`config.mk`:
```
export PLATFORM = sky130hd
export DESIGN_NAME = shift_arbiter
export DESIGN_NICKNAME = d
export VERILOG_FILES = /design/src/rtl/shift_arbiter.sv
export SDC_FILE = /design/constraint.sdc
export NUM_CORES = 1
export LEC_CHECK = 0
export ABC_AREA = 0
export CORE_MARGIN = 10
export CORE_UTILIZATION = 35
export CTS_CLUSTER_DIAMETER = 80
export CTS_CLUSTER_SIZE = 28
export DETAILED_ROUTE_END_ITERATION = 8
export PLACE_DENSITY = 0.77
export SETUP_SLACK_MARGIN = 0.3
export SLEW_MARGIN = 20
export SYNTH_ARGS = -nofsm -noshare
export SYNTH_HDL_FRONTEND = slang
export SYNTH_SLANG_ARGS = --single-unit
```
`constraint.sdc`:
```
create_clock -name clk -period 4 [get_ports clk]
set_input_delay 0.8 -clock clk [delete_from_list [all_inputs] [get_ports clk]]
set_output_delay 0.8 -clock clk [all_outputs]
set_load 0.02 [all_outputs]
```
`src/rtl/shift_arbiter.sv`:
```
// shift_arbiter: two-port round-robin front end for one shared external left barrel shifter.
// SRL is done by bit-reversing the operand into the shifter and reversing its result.
module shift_arbiter (
   input  logic        clk,
   input  logic        reset,
   input  logic        req0_valid,
   output logic        req0_ready,
   input  logic [31:0] req0_data,
   input  logic [4:0]  req0_amt,
   input  logic        req0_op,
   input  logic        req1_valid,
   output logic        req1_ready,
   input  logic [31:0] req1_data,
   input  logic [4:0]  req1_amt,
   input  logic        req1_op,
   output logic        resp0_valid,
   input  logic        resp0_ready,
   output logic [31:0] resp0_data,
   output logic        resp1_valid,
   input  logic        resp1_ready,
   output logic [31:0] resp1_data,
   output logic [31:0] sh_a,
   output logic [31:0] sh_b,
   input  logic [31:0] sh_out
);
   typedef enum logic [1:0] {IDLE, EXEC, RESP} state_t;
   state_t      state_q, state_d;
   logic [31:0] data_q, data_d, res0_q, res0_d, res1_q, res1_d;
   logic [31:0] data_rev, out_rev, result;
   logic [4:0]  amt_q, amt_d;
   logic        op_q, op_d, own_q, own_d, last_q, last_d;
   logic        gnt0, gnt1, acc, done, in_exec;
   assign data_rev = {<<{data_q}};
   assign out_rev  = {<<{sh_out}};
   always_comb begin
      gnt0        = req0_valid && (!req1_valid || last_q);
      gnt1        = req1_valid && (!req0_valid || !last_q);
      req0_ready  = !reset && state_q == IDLE && gnt0;
      req1_ready  = !reset && state_q == IDLE && gnt1;
      acc         = req0_ready || req1_ready;
      resp0_valid = !reset && state_q == RESP && !own_q;
      resp1_valid = !reset && state_q == RESP && own_q;
      done        = (resp0_valid && resp0_ready) || (resp1_valid && resp1_ready);
      in_exec     = !reset && state_q == EXEC;
      sh_a        = in_exec ? (op_q ? data_rev : data_q) : '0;
      sh_b        = in_exec ? {27'b0, amt_q} : '0;
      result      = op_q ? out_rev : sh_out;
      state_d     = state_q == IDLE ? (acc ? EXEC : IDLE) :
                    state_q == EXEC ? RESP :
                    state_q == RESP ? (done ? IDLE : RESP) : IDLE;
      data_d      = acc ? (req1_ready ? req1_data : req0_data) : data_q;
      amt_d       = acc ? (req1_ready ? req1_amt : req0_amt) : amt_q;
      op_d        = acc ? (req1_ready ? req1_op : req0_op) : op_q;
      own_d       = acc ? req1_ready : own_q;
      last_d      = acc ? req1_ready : last_q;
      res0_d      = (state_q == EXEC && !own_q) ? result : res0_q;
      res1_d      = (state_q == EXEC && own_q) ? result : res1_q;
      resp0_data  = res0_q;
      resp1_data  = res1_q;
   end
   always_ff @(posedge clk) begin
      if (reset) begin
         state_q <= IDLE;
         data_q  <= '0;
         amt_q   <= '0;
         op_q    <= 1'b0;
         own_q   <= 1'b0;
         last_q  <= 1'b1;
         res0_q  <= '0;
         res1_q  <= '0;
      end else begin
         state_q <= state_d;
         data_q  <= data_d;
         amt_q   <= amt_d;
         op_q    <= op_d;
         own_q   <= own_d;
         last_q  <= last_d;
         res0_q  <= res0_d;
         res1_q  <= res1_d;
      end
   end
endmodule

```
==> impl_metrics.ini, run 1 <==
[worst_setup_path]
critPathLaunchType = input pin
reg2reg_slack_ns = 1.36
cp.depth = 4
critPathMaxStageDelay_ns = 0.66
cpMaxStageDelayCell = clkdlybuf4s50_1
path_delay_family = buffers and inverters
endpoint = req0_ready
crit_top_cell = clkdlybuf4s50_1
path_class = input pin to primary output
crit_path_max_fanout = 4
worstPathCellList = clkdlybuf4s50_1, or4b_1, a21oi_1, clkdlybuf4s50_1
reg2regPathDepth = 6
worstPathArrival_ns = 2.68
crit_path_end_kind = primary output
r2r-end = amt_q[1]
crit_required_ns = 3.20
cp-startpoint = req0_valid
r2r-start = state_q[1]
timing.critical_path.buf_inv = 2

[synthesis]
synth_cell_types = 29
yosys_warnings = 0
synth_edf_count = 0
yosysMostFrequentCell = dfxtp_1
async_flop_share_pct = 0
yosys-top-cells-count = 106 x dfxtp_1, 101 x nor2_1, 64 x a211oi_1, 64 x mux2i_1
synth-seq-cells = 106
ys_seq_area_share_pct = 39.30
syn_area_um2 = 5400
netlist_instances = 610
synth_top_area_share_pct = 39.30
yosysTopAreaCell = dfxtp_1
synthFlopType = dfxtp_1
yosys-top-cells-area = dfxtp_1 39%, mux2i_1 12%, a211oi_1 8.9%
syn_area_per_cell_um2 = 8.853

[floorplanning]
placementRows = 45
core_area_um2 = 15150
dieWidth_um = 144.2
die-area_um2 = 20800
ios = 246
initial_core_util_pct = 35.65
die_y_um = 144.2

[routing]
wl_per_cell_um = 18.78
finalWirelength_um = 18260
vias = 5104
via_per_inst = 5.251
drc = 0
drt-pass1-iter-count = 4
drt_iter0_markers = 182
ant_nets = 0

[clocking]
insertion_delay_ns = 0.35
post_cts_resized = 0
cts_root_buf = clkbuf_16
numCtsBuffers = 9
cts_tree = yes
ctsLongestPathBuffers = 2
clock_sink_count = 106
htreeDepth = 3
clk_pin_slew_worst_paths_ns = 0.07
post_cts_buffers = 0
ctsHoldBuffers = 0

[cells_and_area]
n_antenna_cell = 0
n_fill_cell = 1425
area_delta_synth_final_pct = 44.21
layout.cells.non_filler = 972
final_cell_area_um2 = 7787
final_nets = 894
drive_gt1_share_pct = 4.464

[hold_path]
holdCritPathClass = flip-flop to flip-flop

[global_route]
antenna_found_initial = 0
grt_pass1_vias = 4936
grt-ovfl-total = 0
grt_max_degree = 65
grt_usage_pct = 16.70
grt_pass1_wl_um = 27430

[timing]
finalSetupViolCount = 0
period_needed_ns = 3.478
finalSetupTns_ns = 0
rsz0062_at_grt = false
finalHoldViolCount = 0
fin_crit_sh_pct = 86.96
drv_slew = 0
tightest_slew_ns = 1.033
final.setup_skew_ns = 0.009925
fmaxAchievable_ghz = 0.2875
slew_headroom_pct = 30.96

[placement]
dpl.hpwl_um = 13240
placed_cells = 957
port_buffers = 218
routabilityCongestion = 0.8235
dpl_cell_area_um2 = 7475

[pwr]
power_mw = 3.009
p_leak_nw = 2.592
powerDensity_nw_per_um2 = 386.4
vdd_drop_max_mv = 0.2325

[job]
cap_violations = 0

[status]
status = complete, no violations
-- registers in the layout, summed over array words and instances (netlist names) --
register    flops
amt_q           5
data_q         32
last_q          1
op_q            1
own_q           1
resp0_data     32
resp1_data     32
state_q         2
-- tightest hold or removal path: stages (launching register included) --
cell and delay [ns]:
dfxtp_1 0.31, nor2_1 0.09, a211oi_1 0.05
-- cells in the final DEF (no fill, tap or decap) --
master,instances
clkdlybuf4s50_1,217
dfxtp_1,105
nor2_1,99
mux2i_1,64
a211oi_1,64
a21oi_1,39
nand4b_1,39
a311oi_1,38
o21ai_1,37
conb_1,27
buf_4,13
clkbuf_16,10
and2_1,7
inv_1,3
nor2_2,2
inv_6,2
or4b_4,1
nor3b_1,1
nand3b_1,1
or4b_1,1
nand2_1,1
and3b_4,1
or2_1,1
a21boi_4,1
nor3b_2,1
o32ai_1,1
o221ai_1,1
o21ai_0,1
o311ai_0,1
and3_1,1
bufinv_16,1
clkinvlp_4,1
clkinv_2,1
dfxtp_4,1
-- worst min-delay path by stage --
| stage | from | to | slack [ns] | cells after the start |
|---|---|---|---|---|
| floorplan | amt_q[0] | amt_q[0] | 0.49 | 2 |
| global placement | resp1_data[21] | resp1_data[21] | 0.49 | 2 |
| detailed placement | resp0_data[20] | resp0_data[20] | 0.49 | 2 |
| CTS | resp0_data[20] | resp0_data[20] | 0.50 | 2 |
| global route | resp1_data[24] | resp1_data[24] | 0.52 | 2 |
| finish | resp1_data[24] | resp1_data[24] | 0.50 | 2 |
-- cell type report --
type | count | area [µm²] | area share, %
Multi-Input combinational cell | 430 | 2835 | 36.41
Timing Repair Buffer | 230 | 2270 | 29.15
Inverter | 3 | 11.26 | 0.1446
Clock buffer | 10 | 250.2 | 3.213
Clock inverter | 5 | 60.06 | 0.7712
Tap cell | 188 | 235.2 | 3.021
Sequential cell | 106 | 2126 | 27.30
-- stage by stage --
| step | hold slack (ns) | setup slack [ns] | util, % |
|---|---|---|---|
| finish | 0.4963 | 0.5216 | 51.42 |
| global route | 0.5159 | 0.3984 | 51.42 |
| CTS | 0.4993 | 0.5218 | 51.40 |
| detailed placement | 0.4899 | 0.5334 | 49.35 |
| global placement | 0.4852 | 0.5430 | 49.35 |
| floorplan | 0.4880 | 1.275 | - |
-- power by group --
part	internal [mW]	total (mW)	switching, mW	leakage (nW)
combinational	0.389	0.822	0.433	1.57
clock	0.524	0.929	0.406	0.150
sequential	1.16	1.26	0.0971	0.872
-- layer usage --
layer | vias up | routed length (µm) | global-route usage (%)
li1 | 2549 | - | -
met1 | 2335 | 7344 | 19.26
met2 | 202 | 8640 | 27.11
met3 | 18 | 1987 | 7.281
met4 | 0 | 285 | 5.585
met5 | - | 0 | 0
-- cells by family after synthesis --
family	count (synthesis)	synth area share (%)
AO/OA/AOI/OAI	183	22.82
buffers and inverters	100	10.47
flip-flops	106	39.30
multiplexers	64	11.86
other	1	0.06944
AND/OR/NAND/NOR	156	15.48
Note: power is estimated with default switching activity, not from simulation.
==> run 2: changes to the inputs <==
Settings changed: CORE_ASPECT_RATIO from default to 0.6.
==> run 2 against run 1 <==
Net effect: register-to-register slack improved by 0.49 ns; critical path depth unchanged; sequential share of layout area about the same; power increased by 0.56%; sequential power about the same; critical endpoint is now req1_ready; largest cell class unchanged; highest routed layer unchanged.
==> impl_metrics.ini, run 2 (synthesis results as in run 1) <==
[cells_and_area]
final_nets = 897
multiInputGateArea_um2 = 2825
final_cell_area_um2 = 7801
n_antenna_cell = 0
drive_gt1_share_pct = 4.701
n_fill_cell = 1458
seqCellArea_um2 = 2126
final_common_cell = clkdlybuf4s50_1
layout.cells.non_filler = 990
final_cell_mix = 217 x clkdlybuf4s50_1, 105 x dfxtp_1, 99 x nor2_1
area_delta_synth_final_pct = 44.46

[pwr]
power_switching_mw = 0.9840
vdd_drop_max_mv = 0.2357
p_leak_nw = 2.595
p_int_mw = 2.042
power_frac_seq_pct = 42.0
pwr-share-comb_pct = 28.1
powerDensity_nw_per_um2 = 387.9
power.share.clock_pct = 29.9
swShare_pct = 32.52

[worst_setup_path]
critPathLaunchType = input pin
crit_required_ns = 3.20
crit_path_end_kind = primary output
r2r-end = data_q[21]
reg2regPathDepth = 5
reg2reg_slack_ns = 1.85
crit_path_max_fanout = 4
worstPathArrival_ns = 2.84
path_class = input pin to primary output
r2r-start = state_q[1]

[hold_path]
hold_path_startpoint = resp1_data[28]
hold_path_depth = 2
whs_endpoint = resp1_data[28]
holdCritPathClass = flip-flop to flip-flop

[floorplanning]
dieWidth_um = 180.4
placementRows = 35
core_area_um2 = 15240
die-area_um2 = 20960
initial_core_util_pct = 35.44
ios = 246
die_y_um = 116.2

[routing]
drt-pass1-iter-count = 5
via_per_inst = 5.364
finalWirelength_um = 20720
drt_iter0_markers = 435
ant_nets = 0
wl_per_cell_um = 20.93
drc = 0
vias = 5310

[global_route]
grt_max_degree = 73
grt-ovfl-total = 0
grt_pass1_wl_um = 30330
antenna_found_initial = 0
grt_pass1_vias = 5005
grt_usage_pct = 18.30

[timing]
finalSetupTns_ns = 0
finalSetupViolCount = 0
tightest_slew_ns = 0.7960
fin_crit_sh_pct = 90.99
slew_headroom_pct = 46.93
drv_slew = 0
final.setup_skew_ns = 0.01431
rsz0062_at_grt = false
finalHoldViolCount = 0
fmaxAchievable_ghz = 0.2748
period_needed_ns = 3.639

[placement]
routabilityCongestion = 0.9705
dpl_cell_area_um2 = 7508
dpl.hpwl_um = 15690
port_buffers = 218
placed_cells = 975

[clocking]
insertion_delay_ns = 0.35
post_cts_buffers = 0
numCtsBuffers = 9
clk_pin_slew_worst_paths_ns = 0.06
cts_root_buf = clkbuf_16
clock_sink_count = 106
ctsLongestPathBuffers = 2
htreeDepth = 3
post_cts_resized = 0
cts_tree = yes
ctsHoldBuffers = 0

[job]
cap_violations = 0

[status]
status = complete, no violations
run 2: through the flow:
| stage | hold slack [ns] | total power, mW | util (%) | setup WS, ns |
|---|---|---|---|---|
| 6_report | 0.4947 | 3.026 | 51.19 | 0.3605 |
| 5_1_grt | 0.5178 | 3.157 | 51.19 | 0.3535 |
| 4_1_cts | 0.4996 | 3.043 | 51.19 | 0.4166 |
| 3_5_place_dp | 0.4906 | 2.139 | 49.27 | 0.4224 |
| 3_3_place_gp | 0.4848 | 2.128 | 49.27 | 0.4176 |
| 2_1_floorplan | 0.4880 | 1.787 | - | 1.275 |
run 2: worst max-delay path: stages:
cell and delay [ns]:
clkdlybuf4s50_1 0.51, or4b_4 0.47, nor2_1 0.35, clkdlybuf4s50_1 0.70
run 2: layer usage:
metal  share of wire (%)  wire (µm)  global-route usage, %  vias up
met5                   0          0                      0        -
met4                 1.4        294                  4.298        0
met3                 7.5       1545                  5.569       18
met2                  42       8710                  26.72      196
met1                  49      10170                  25.70     2533
li1                    -          -                      -     2563
run 2: worst max-delay path by stage:
stage	start	endpoint	slack (ns)	cells past startpoint
finish	req1_valid	req1_ready	0.36	4
global route	req1_valid	req1_ready	0.35	4
floorplan	reset	req1_ready	1.28	4
detailed placement	req1_valid	req1_ready	0.42	4
global placement	req1_valid	req1_ready	0.42	4
CTS	req1_valid	req1_ready	0.42	4
run 2: cell type report:
cell class / count / share of cell area, %
multi-input combinational: 430 / 36.21
timing repair buffer: 233 / 29.38
sequential: 106 / 27.25
tap: 203 / 3.256
clock buffer: 10 / 2.935
clock inverter: 5 / 0.8180
inverter: 3 / 0.1443
run 2: power by group through the flow:
stage | sequential, mW | clock [mW] | combinational (mW)
after global routing | 1.29 | 0.959 | 0.913
after floorplan | 1.30 | 0 | 0.488
after detailed placement | 1.29 | 0 | 0.848
after global placement | 1.29 | 0 | 0.841
final | 1.27 | 0.904 | 0.850
after CTS | 1.27 | 0.926 | 0.849
==> run 3: changes to the inputs <==
Settings changed: SLEW_MARGIN 20 to default.
==> results of run 3 <==
Same layout as run 2: the final DEF is identical, and so are final timing and power.
